$ cat src/rtl/nv_nvdla_cdma_rd_arb.sv
// -----------------------------------------------------------------------------
// nv_nvdla_cdma_rd_arb
//
// Weighted arbiter that shares the CDMA read-request channel to the DMA engine
// between the feature-data (dat), weight (wt) and weight-mask-bit (wmb)
// fetch units. The weight group (wt + wmb) gets Qw grants for every dat
// grant; inside the weight group wt gets Qm grants for every wmb grant.
// The winning request is captured in a registered output stage, so a new
// grant can be issued every cycle while the DMA keeps accepting.
//
// Parameters:
//   PW                 payload width of each read request (address + size)
//
// Ports:
//   nvdla_core_clk     core clock
//   nvdla_core_rst     synchronous active-high reset
//   reg2dp_arb_weight  weight-group quota minus 1
//   reg2dp_arb_wmb     wt grants before a wmb grant, minus 1
//   dat_req_*          feature-data request (valid/ready/pd)
//   wt_req_*           weight request (valid/ready/pd)
//   wmb_req_*          weight-mask-bit request (valid/ready/pd)
//   dma_rd_req_*       request to DMA, pd = {src_id[1:0], payload}
//                      (src_id 0 = dat, 1 = wt, 2 = wmb)
//   arb_idle           no pending request at any input and none held
//   perf_*_cnt         per-source grant counters
//
// Optional feature: define NVDLA_CDMA_RD_ARB_PERF_EN to build the saturating
// perf_*_cnt grant counters; otherwise they are tied to zero.
// -----------------------------------------------------------------------------
module nv_nvdla_cdma_rd_arb #(
  parameter int PW = 79
) (
  input  logic          nvdla_core_clk,
  input  logic          nvdla_core_rst,
  input  logic [3:0]    reg2dp_arb_weight,
  input  logic [3:0]    reg2dp_arb_wmb,
  input  logic          dat_req_valid,
  output logic          dat_req_ready,
  input  logic [PW-1:0] dat_req_pd,
  input  logic          wt_req_valid,
  output logic          wt_req_ready,
  input  logic [PW-1:0] wt_req_pd,
  input  logic          wmb_req_valid,
  output logic          wmb_req_ready,
  input  logic [PW-1:0] wmb_req_pd,
  output logic          dma_rd_req_valid,
  input  logic          dma_rd_req_ready,
  output logic [PW+1:0] dma_rd_req_pd,
  output logic          arb_idle,
  output logic [31:0]   perf_dat_cnt,
  output logic [31:0]   perf_wt_cnt,
  output logic [31:0]   perf_wmb_cnt
);

  localparam logic [1:0] SRC_DAT = 2'd0;
  localparam logic [1:0] SRC_WT  = 2'd1;
  localparam logic [1:0] SRC_WMB = 2'd2;
  localparam logic [4:0] CNT_MAX = 5'd16;

  logic          out_valid;
  logic [PW+1:0] out_pd;
  logic [3:0]    sh_w;
  logic [3:0]    sh_m;
  logic [4:0]    wt_cnt;
  logic [4:0]    mb_cnt;
  logic [4:0]    qw;
  logic [4:0]    qm;
  logic          slot_free;
  logic          gnt_dat;
  logic          gnt_wt;
  logic          gnt_wmb;
  logic          gnt_any;
  logic [PW+1:0] gnt_pd;

  function automatic logic [4:0] sat_inc(input logic [4:0] c);
    return (c >= CNT_MAX) ? CNT_MAX : c + 5'd1;
  endfunction

  assign qw        = {1'b0, sh_w} + 5'd1;
  assign qm        = {1'b0, sh_m} + 5'd1;
  assign slot_free = !out_valid || dma_rd_req_ready;
  assign arb_idle  = !out_valid && !dat_req_valid && !wt_req_valid && !wmb_req_valid;

  // Grant decision. dat only beats a valid weight group once the group has
  // used its quota; inside the group wmb only beats a valid wt once wt has
  // used its quota. Nothing is granted while the output slot is stalled or
  // the block is in reset, which also keeps every ready low in those cycles.
  always_comb begin
    gnt_dat = 1'b0;
    gnt_wt  = 1'b0;
    gnt_wmb = 1'b0;
    if (slot_free && !nvdla_core_rst) begin
      if (dat_req_valid && ((!wt_req_valid && !wmb_req_valid) || (wt_cnt >= qw))) begin
        gnt_dat = 1'b1;
      end else if (wmb_req_valid && (!wt_req_valid || (mb_cnt >= qm))) begin
        gnt_wmb = 1'b1;
      end else if (wt_req_valid) begin
        gnt_wt = 1'b1;
      end
    end
  end

  assign gnt_any       = gnt_dat || gnt_wt || gnt_wmb;
  assign dat_req_ready = gnt_dat;
  assign wt_req_ready  = gnt_wt;
  assign wmb_req_ready = gnt_wmb;

  always_comb begin
    gnt_pd = {SRC_WT, wt_req_pd};
    if (gnt_dat) begin
      gnt_pd = {SRC_DAT, dat_req_pd};
    end else if (gnt_wmb) begin
      gnt_pd = {SRC_WMB, wmb_req_pd};
    end
  end

  // Shadow quotas only follow the registers while the arbiter is idle, so a
  // reprogram during traffic never splits a ratio period halfway.
  // wt_cnt tracks weight-group grants since the last dat grant; mb_cnt tracks
  // wt grants since the last wmb grant.
  always_ff @(posedge nvdla_core_clk) begin
    if (nvdla_core_rst) begin
      sh_w   <= 4'hf;
      sh_m   <= 4'h3;
      wt_cnt <= 5'd0;
      mb_cnt <= 5'd0;
    end else begin
      if (arb_idle) begin
        sh_w <= reg2dp_arb_weight;
        sh_m <= reg2dp_arb_wmb;
      end
      if (gnt_dat) begin
        wt_cnt <= 5'd0;
      end else if (gnt_wmb) begin
        wt_cnt <= sat_inc(wt_cnt);
        mb_cnt <= 5'd0;
      end else if (gnt_wt) begin
        wt_cnt <= sat_inc(wt_cnt);
        mb_cnt <= sat_inc(mb_cnt);
      end
    end
  end

  // Output stage: loads on every grant, drops valid on accept without a new
  // grant, and otherwise holds pd stable for the DMA.
  always_ff @(posedge nvdla_core_clk) begin
    if (nvdla_core_rst) begin
      out_valid <= 1'b0;
      out_pd    <= '0;
    end else if (gnt_any) begin
      out_valid <= 1'b1;
      out_pd    <= gnt_pd;
    end else if (dma_rd_req_ready) begin
      out_valid <= 1'b0;
    end
  end

  assign dma_rd_req_valid = out_valid;
  assign dma_rd_req_pd    = out_pd;

`ifdef NVDLA_CDMA_RD_ARB_PERF_EN
  logic [31:0] perf_dat_q;
  logic [31:0] perf_wt_q;
  logic [31:0] perf_wmb_q;

  // Saturating grant counters, one per source.
  always_ff @(posedge nvdla_core_clk) begin
    if (nvdla_core_rst) begin
      perf_dat_q <= 32'h0;
      perf_wt_q  <= 32'h0;
      perf_wmb_q <= 32'h0;
    end else begin
      if (gnt_dat && (perf_dat_q != 32'hffffffff)) begin
        perf_dat_q <= perf_dat_q + 32'h1;
      end
      if (gnt_wt && (perf_wt_q != 32'hffffffff)) begin
        perf_wt_q <= perf_wt_q + 32'h1;
      end
      if (gnt_wmb && (perf_wmb_q != 32'hffffffff)) begin
        perf_wmb_q <= perf_wmb_q + 32'h1;
      end
    end
  end

  assign perf_dat_cnt = perf_dat_q;
  assign perf_wt_cnt  = perf_wt_q;
  assign perf_wmb_cnt = perf_wmb_q;
`else
  assign perf_dat_cnt = 32'h0;
  assign perf_wt_cnt  = 32'h0;
  assign perf_wmb_cnt = 32'h0;
`endif

endmodule

$ cat config.mk
export PLATFORM = sky130hd
export DESIGN_NAME = nv_nvdla_cdma_rd_arb
export DESIGN_NICKNAME = d
export VERILOG_FILES = /design/src/rtl/nv_nvdla_cdma_rd_arb.sv
export SDC_FILE = /design/constraint.sdc
export NUM_CORES = 1
export LEC_CHECK = 0
export CAP_MARGIN = 25
export CORE_AREA = 2 2 170 172
export CTS_CLUSTER_DIAMETER = 50
export CTS_CLUSTER_SIZE = 12
export DETAILED_ROUTE_END_ITERATION = 10
export DIE_AREA = 0 0 172 174
export PLACE_DENSITY = 0.67
export SLEW_MARGIN = 20
export SYNTH_ARGS = -nofsm -noshare
export SYNTH_HDL_FRONTEND = slang
export SYNTH_SLANG_ARGS = --single-unit
$ cat constraint.sdc
create_clock -name nvdla_core_clk -period 2.9 [get_ports nvdla_core_clk]
set_input_delay 0.58 -clock nvdla_core_clk [delete_from_list [all_inputs] [get_ports nvdla_core_clk]]
set_output_delay 0.58 -clock nvdla_core_clk [all_outputs]
set_load 0.01 [all_outputs]
=== Word-level counts from Yosys, hierarchy flattened ===
Index checks and enable logic that the tools add are counted.
Widths: inputs -> output; s select.

* Output and inout bits: 182
* Logic and storage cells: 55
* Input bits: 251
* Flip-flop bits (word level): 100

* Reductions and logical operators: 21
* $lt $le $gt $ge: 4
* Bitwise logic cells: 1
* $add $sub $neg: 4
* Multiplexer cells: 19

{| class="wikitable"
|+ Operator list
! operator !! number
|-
| $mux 81 || 2
|-
| $mux 5 || 6
|-
| $mux 1 || 11
|-
| $add 4x1->5 const B || 2
|-
| $add 5x1->5 const B || 2
|-
| $ge 5x5->1 || 2
|-
| $ge 5x5->1 const B || 2
|-
| $logic_and 1x1->1 || 7
|-
| $logic_not 1->1 || 5
|-
| $logic_or 1x1->1 || 5
|-
| $reduce_bool 2->1 || 2
|-
| $reduce_and 2->1 || 1
|-
| $reduce_or 2->1 || 1
|-
| $not 1->1 || 1
|}

=== Depth between registers and ports, before layout ===
Gate-level depths: netlist of run 1.

* Depth in word-level cells: 10
* Depth in mapped cells: 11
* Gate-level depth less buffers: 8

=== Worst setup path after synthesis of run 1 ===
Ideal clock, no wire load.

* Kind: register to output
* Start point: reg sh_w[0]
* End point: out wt_req_ready
* Required time: 2320 ps
* Arrival: 2049 ps
* Slack: 271 ps
* Stages on the path, launching flop included: 11
* Cells stage by stage: dfxtp_1 ha_1 nand3_1 ha_1 a21o_1 a211oi_2 o21a_1 buf_2 buf_4 nand2_1 nor2_1

* Cells in the longest elaborated chain, start to end: 6

{| class="wikitable"
|+ Ends and longest elaborated chain
! element !! RTL line !! text
|-
| from (decl) || 62 || <nowiki>logic [3:0] sh_w;</nowiki>
|-
| from (signal assigned) || 129 || <nowiki>sh_w <= reg2dp_arb_weight;</nowiki>
|-
| $add 4x1->5 || 79 || <nowiki>assign qw = {1'b0, sh_w} + 5'd1;</nowiki>
|-
| $ge 5x5->1 || 93 || <nowiki>if (dat_req_valid && ((!wt_req_valid && !wmb_req_valid) || (wt_cnt >= qw))) begin</nowiki>
|-
| $logic_or 1x1->1 || 93 ||
|-
| $logic_and 1x1->1 || 93 ||
|-
| $mux 1 || 93 ||
|-
| $mux 1 || 92 || <nowiki>if (slot_free && !nvdla_core_rst) begin</nowiki>
|-
| to (decl) || 41 || <nowiki>output logic wt_req_ready,</nowiki>
|}

No other way between the ends.

=== Worst setup path after layout of run 1 ===
* Start point: reg sh_w[0]
* End point: out dat_req_ready

* Cells in the longest elaborated chain, start to end: 6

{| class="wikitable"
|+ Ends and longest elaborated chain
! element !! RTL line !! text
|-
| $add 4x1->5 || 79 ||
|-
| $ge 5x5->1 || 93 ||
|-
| $logic_or 1x1->1 || 93 ||
|-
| $logic_and 1x1->1 || 93 ||
|-
| $mux 1 || 93 ||
|-
| $mux 1 || 92 ||
|-
| to (decl) || 38 || <nowiki>output logic dat_req_ready,</nowiki>
|}

No other way between the ends.

==> reports/qor.txt, run 1 <==
DIE WIDTH = 172 um
synth-to-layout area growth = 57.4%
Least-Margin Pin Slew = 658 ps
H-tree depth = 3
total number of vias = 7749
# IOs = 433
crit share post-route = 96.6%
Hold Crit Depth = 2
RSZ-0062 raised after global routing = no
Synth top area share = 29.7%
r2r setup slk = 120 ps
final hold violations = 0
Layout Cells excl Fill = 1483
Critical Path Max Stage Delay = 330 ps
WHS = 490 ps
Crit path top cell by count = buf_4
CTS tree = yes
CP endpoint kind = output pin
layout cells sized above 1 = 9.41%
Routed WL per cell = 19.5 um
port buffer count = 336
clock slew at reported path FFs = 70 ps
Cell Chain, Critical Path = ha_2, buf_4, xnor2_1, ha_1, a21oi_2, o21ai_1, buf_4, a31oi_4, nor2_1, buf_2
critical path's slowest cell = dfxtp_2
initial drt markers = 593
vias in the first global route = 7334
status = completed
placed cell areas = 10300 um^2
Final Wtd Congestion = 0.821
Setup Buffers After CTS = 0
async set-reset flop share out of synthesis = 0%
Synth Flop Type = dfxtp_1
worst path bufs/invs = 3
Starting Density = 23.9%
TNS Setup = 0 ps
sequential fraction of the synthesis area = 29.7%
syn_area_per_cell = 8.44 um^2
CP max FO = 2
family with the most delay on the worst path = adder cells
dpl cells = 1464
Cell variety after synth = 48
Sink Count = 100
RR Startpoint = sh_w[0]
DR DRC count = 0
nature of the critical path startpoint = flop
Hold Crit Class = flop to flop
Mapped Cells = 800
number of synthesized flops with an enable pin = 0
dpl hpwl = 20000 um
Routed Antenna Nets = 0
DP Worst Slack = -28.7 ps
post-route clock skew = 9.27 ps
PD cells = 430 nW/um^2
Fmax = 357 MHz
Reg-to-Reg End = dma_rd_req_pd[7]
Chip Height = 174 um
Crit path required time = 2320 ps
Setup WS post-layout = 98.1 ps
Slew Limit Fails = 0
Ys Warns = 0
Leak Pwr = 3.74 nW
initial antenna violation count = 4
remaining global-route overflow = 0
final setup fails = 0
Tot GR Track Use = 18.4%
slew margin rel. = 56.1%
Worst Hold End = sh_w[1]
die footprint = 29900 um^2
CP arrival = 2220 ps
Final Cell Area = 10600 um^2
DR pass1 iterations = 5
# nets final = 1358
Worst VDD drop = 0.282 mV
Syn Std Cell Area = 6750 um^2
Area contributors post-synth = dfxtp_1 30%, buf_4 11%, a41oi_1 7.5%
crit path time final = 2800 ps
CTS Buf Count = 9
hold path start = sh_w[1]
CTS max path bufs = 2
Synth area leader = dfxtp_1
WL final = 28900 um
FF-to-FF path depth = 12
Clock Latency Late Sink = 360 ps
Setup CP Type = flop to output pin
Rows = 62
largest net degree at the start of global routing = 81
#FFs+latches synth = 100
Max-cap violations = 0
vias per cell = 5.23
CTS Root Cell = clkbuf_16
first-pass GRT wire length = 42800 um
Core ar. = 28200 um^2
[where the power goes]
group	leakage (nW)	total [mW]	switching, mW	internal, mW
logic	2.78	1.72	0.891	0.828
registers	0.825	1.57	0.0726	1.50
clock network	0.143	1.28	0.588	0.695
total	3.74	4.57	1.55	3.02
[final cells by class]
cell class | count | area (um^2)
fillers | 2886 | 17600
multi-input cells | 593 | 3990
repair buffers | 374 | 3800
flip-flops and latches | 100 | 2010
well taps | 384 | 480
clock buffers | 12 | 246
inverters | 13 | 48.8
clock inverters | 3 | 47.5
diodes | 4 | 10.0
[worst min-delay path, stage by stage (launching register included)]
cell and delay, ps:
dfxtp_2 340, mux2i_1 60, nand2_1 60
[per-stage QoR]
stage	utilization (%)	total power [mW]
3_5_place_dp	36.4	3.30
5_1_grt	37.6	4.80
3_3_place_gp	36.4	3.29
4_1_cts	37.5	4.62
2_1_floorplan	-	2.49
6_report	37.6	4.57
[layer usage]
metal  up-vias  track usage, %  part of all wire [%]
met5         -               0                     0
met2       429            30.3                    48
met4         0            5.95                   2.8
li1       3507               -                     -
met1      3765            23.8                    41
met3        48            4.05                   8.2
[how the worst max path moves through the flow]
stage,start,cells past startpoint,endpoint
after detailed placement,sh_w[0],12,dma_rd_req_pd[7]
final,sh_w[0],10,dat_req_ready
after CTS,sh_w[0],10,wt_req_ready
after global routing,sh_w[0],10,dat_req_ready
after floorplan,sh_w[0],10,wt_req_ready
after global placement,sh_w[0],12,dma_rd_req_pd[7]
[placed cells by master (no fill, tap or decap), types with 3 or more instances in the layout]
cell             instances
a2111oi_2               20
a21oi_1                  7
a31oi_1                 60
a41oi_1                 58
and3_1                   3
buf_12                  13
buf_2                    4
buf_4                   22
clkbuf_16                9
clkdlybuf4s50_1        331
conb_1                  96
dfxtp_1                 97
dfxtp_2                  3
diode_2                  4
ha_1                    14
inv_1                   12
mux2i_1                 27
nand2_1                 10
nand3_1                 67
nand4_1                  5
nor2_1                  29
nor2b_1                  4
nor3_1                  24
o211ai_1                 5
o21ai_0                 64
o21ai_1                  3
o221ai_1                58
[synthesized netlist by cell type (2+ instances only)]
cell type  count
buf_4        103
dfxtp_1      100
nand3_1       68
o21ai_0       64
a31oi_1       60
a41oi_1       58
o221ai_1      58
clkbuf_1      52
nor2_1        30
buf_2         29
mux2i_1       27
nor3_1        24
a2111oi_2     20
ha_1          16
inv_1         13
nand2_1       11
a21oi_1        9
nand4_1        5
o211ai_1       5
buf_1          4
nor2b_1        4
o21ai_1        4
and3_1         3
a21o_1         2
nor2_2         2
nor3b_1        2
nor4_1         2
o21a_1         2
o21ai_2        2
xnor2_1        2
xor2_1         2
[state kept, by name, indices dropped and copies added (netlist names)]
name and count:
wt_cnt 5, dma_rd_req_valid 1, sh_w 4, sh_m 4
mb_cnt 5, dma_rd_req_pd 81
[logic make-up after synthesis]
family                   after synthesis  synth area share [%]
adder cells (fa/ha/maj)               16                  2.97
multiplexers                          27                  4.00
flip-flops                           100                  29.7
other                                  1                0.0556
AND/OR/NAND/NOR                      156                  11.5
XOR/XNOR                               4                 0.519
AO/OA/AOI/OAI                        294                  33.7
buffers and inverters                202                  17.6
[repair_timing]
item	CTS	global route
resized for setup	13	11
hold buffers	0	0
setup endpoints to repair	4	22
pin swaps	1	2
(Power assumes the default switching activity.)
==> inputs of run 2 (changes only) <==
CTS_CLUSTER_SIZE = 25   (was 12)
==> results of run 2 <==
The final DEF is identical to that of run 1; final timing and power are the same.
==> inputs of run 3 (changes only) <==
CORE_AREA = 3 3 166 168   (was 2 2 170 172)
DIE_AREA = 0 0 169 171   (was 0 0 172 174)
PLACE_DENSITY = 0.7   (was 0.67)
==> reports/qor.txt, run 3 (same netlist as run 1, synthesis figures left out) <==
number of flip-flops under the largest register name = 81
final hold violations = 0
most frequent cells in the layout = 331 x clkdlybuf4s50_1, 98 x dfxtp_1, 96 x conb_1
DP Worst Slack = 33.0 ps
synth-to-layout area growth = 56.6%
# nets final = 1363
Slew Limit Fails = 0
crit share post-route = 95.5%
initial antenna violation count = 5
port buffer count = 336
DR pass1 iterations = 4
Tot GR Track Use = 19.1%
Hold Crit Class = flop to flop
CP arrival = 2190 ps
Leak Pwr = 3.76 nW
largest net degree at the start of global routing = 81
Chip Height = 171 um
Hold-fix buffers, CTS = 0
PD cells = 432 nW/um^2
area of the multi-input gates = 3990 um^2
CTS max path bufs = 2
Crit path required time = 2320 ps
status = completed
Rows = 59
total number of vias = 7644
Routed Antenna Nets = 0
Least-Margin Pin Slew = 771 ps
post-route clock skew = 11.3 ps
Sink Count = 100
DIE WIDTH = 169 um
vias in the first global route = 7463
remaining global-route overflow = 0
# IOs = 433
# fillers = 2682
Core ar. = 26100 um^2
r2r setup slk = 160 ps
Setup WS post-layout = 129 ps
die footprint = 28900 um^2
first-pass GRT wire length = 43200 um
DR DRC count = 0
initial drt markers = 439
Reg-to-Reg End = dma_rd_req_pd[33]
Final Wtd Congestion = 0.842
dpl hpwl = 21100 um
most common cell after layout, fill and taps aside = clkdlybuf4s50_1
vias per cell = 5.32
WL final = 29900 um
Worst Hold End = dma_rd_req_pd[80]
Hold Crit Depth = 2
nature of the critical path startpoint = flop
hold path start = dma_rd_req_pd[80]
RR Startpoint = sh_w[0]
H-tree depth = 3
Pwr Total = 4.57 mW
FF-to-FF path depth = 11
CTS Root Cell = clkbuf_16
Register Area = 2000 um^2
Routed WL per cell = 20.8 um
clock slew at reported path FFs = 70 ps
layout cells sized above 1 = 9.81%
Clock Latency Late Sink = 350 ps
crit path time final = 2770 ps
CTS tree = yes
slew margin rel. = 48.6%
final setup fails = 0
CTS Buf Count = 9
Setup CP Type = flop to output pin
Fmax = 361 MHz
Max-cap violations = 0
Worst VDD drop = 0.266 mV
Starting Density = 25.9%
CP max FO = 3
CP endpoint kind = output pin
-- run 3: what timing repair did --
item | 4_1_cts | 5_1_grt
setup buffers | 1 | 2
pin swaps | 1 | 4
resized for setup | 11 | 7
endpoints found under the hold margin | 0 | 0
setup endpoints to repair | 3 | 7
-- run 3: power breakdown --
group / switching [mW] / internal, mW
clock network: 0.599 / 0.681
registers: 0.0754 / 1.50
logic: 0.890 / 0.822
-- run 3: layer usage --
metal	global-route usage (%)	wire length, um	part of all wire (%)
met3	4.94	2260	7.6
met2	31.3	14200	48
met4	7.34	898	3.0
met1	24.3	12500	42
met5	0	39	0.13
-- run 3: layout make-up --
class	instances	share of cell area [%]
multi-input cells	593	37.7
repair buffers	379	36.0
flip-flops and latches	100	19.0
well taps	335	3.97
clock buffers	10	2.17
clock inverters	6	0.675
inverters	13	0.462
diodes	1	0.0237
-- run 3: worst max-delay path: stages (launching register included) --
cell and delay, ps:
dfxtp_2 370, ha_4 150, nand3_1 80, ha_1 310
a21o_1 180, a211oi_2 280, o21a_2 190, nand2_1 70
nor2_1 80, buf_2 140
-- run 3: worst max path at each step --
| stage | slack, ps | to | depth (start not counted) | start |
|---|---|---|---|---|
| after floorplan | 270 | wt_req_ready | 10 | sh_w[0] |
| after global placement | 60 | dma_rd_req_pd[41] | 8 | wmb_req_valid |
| after detailed placement | 30 | dat_req_ready | 6 | wt_req_valid |
| after CTS | 20 | wt_req_ready | 9 | sh_w[0] |
| after global routing | -20 | wt_req_ready | 9 | sh_w[0] |
| final | 130 | wt_req_ready | 9 | sh_w[0] |
-- run 3: per-stage QoR --
step | TNS (ps) | cells | instance area [um^2] | hold WS, ps | utilization, %
2_1_floorplan | 0 | 895 | 7110 | 469 | -
3_3_place_gp | 0 | 1417 | 10200 | 479 | 39.2
3_5_place_dp | 0 | 1417 | 10200 | 485 | 39.2
4_1_cts | 0 | 1434 | 10500 | 501 | 40.4
5_1_grt | -15.2 | 1437 | 10600 | 534 | 40.6
6_report | 0 | 1437 | 10600 | 500 | 40.6
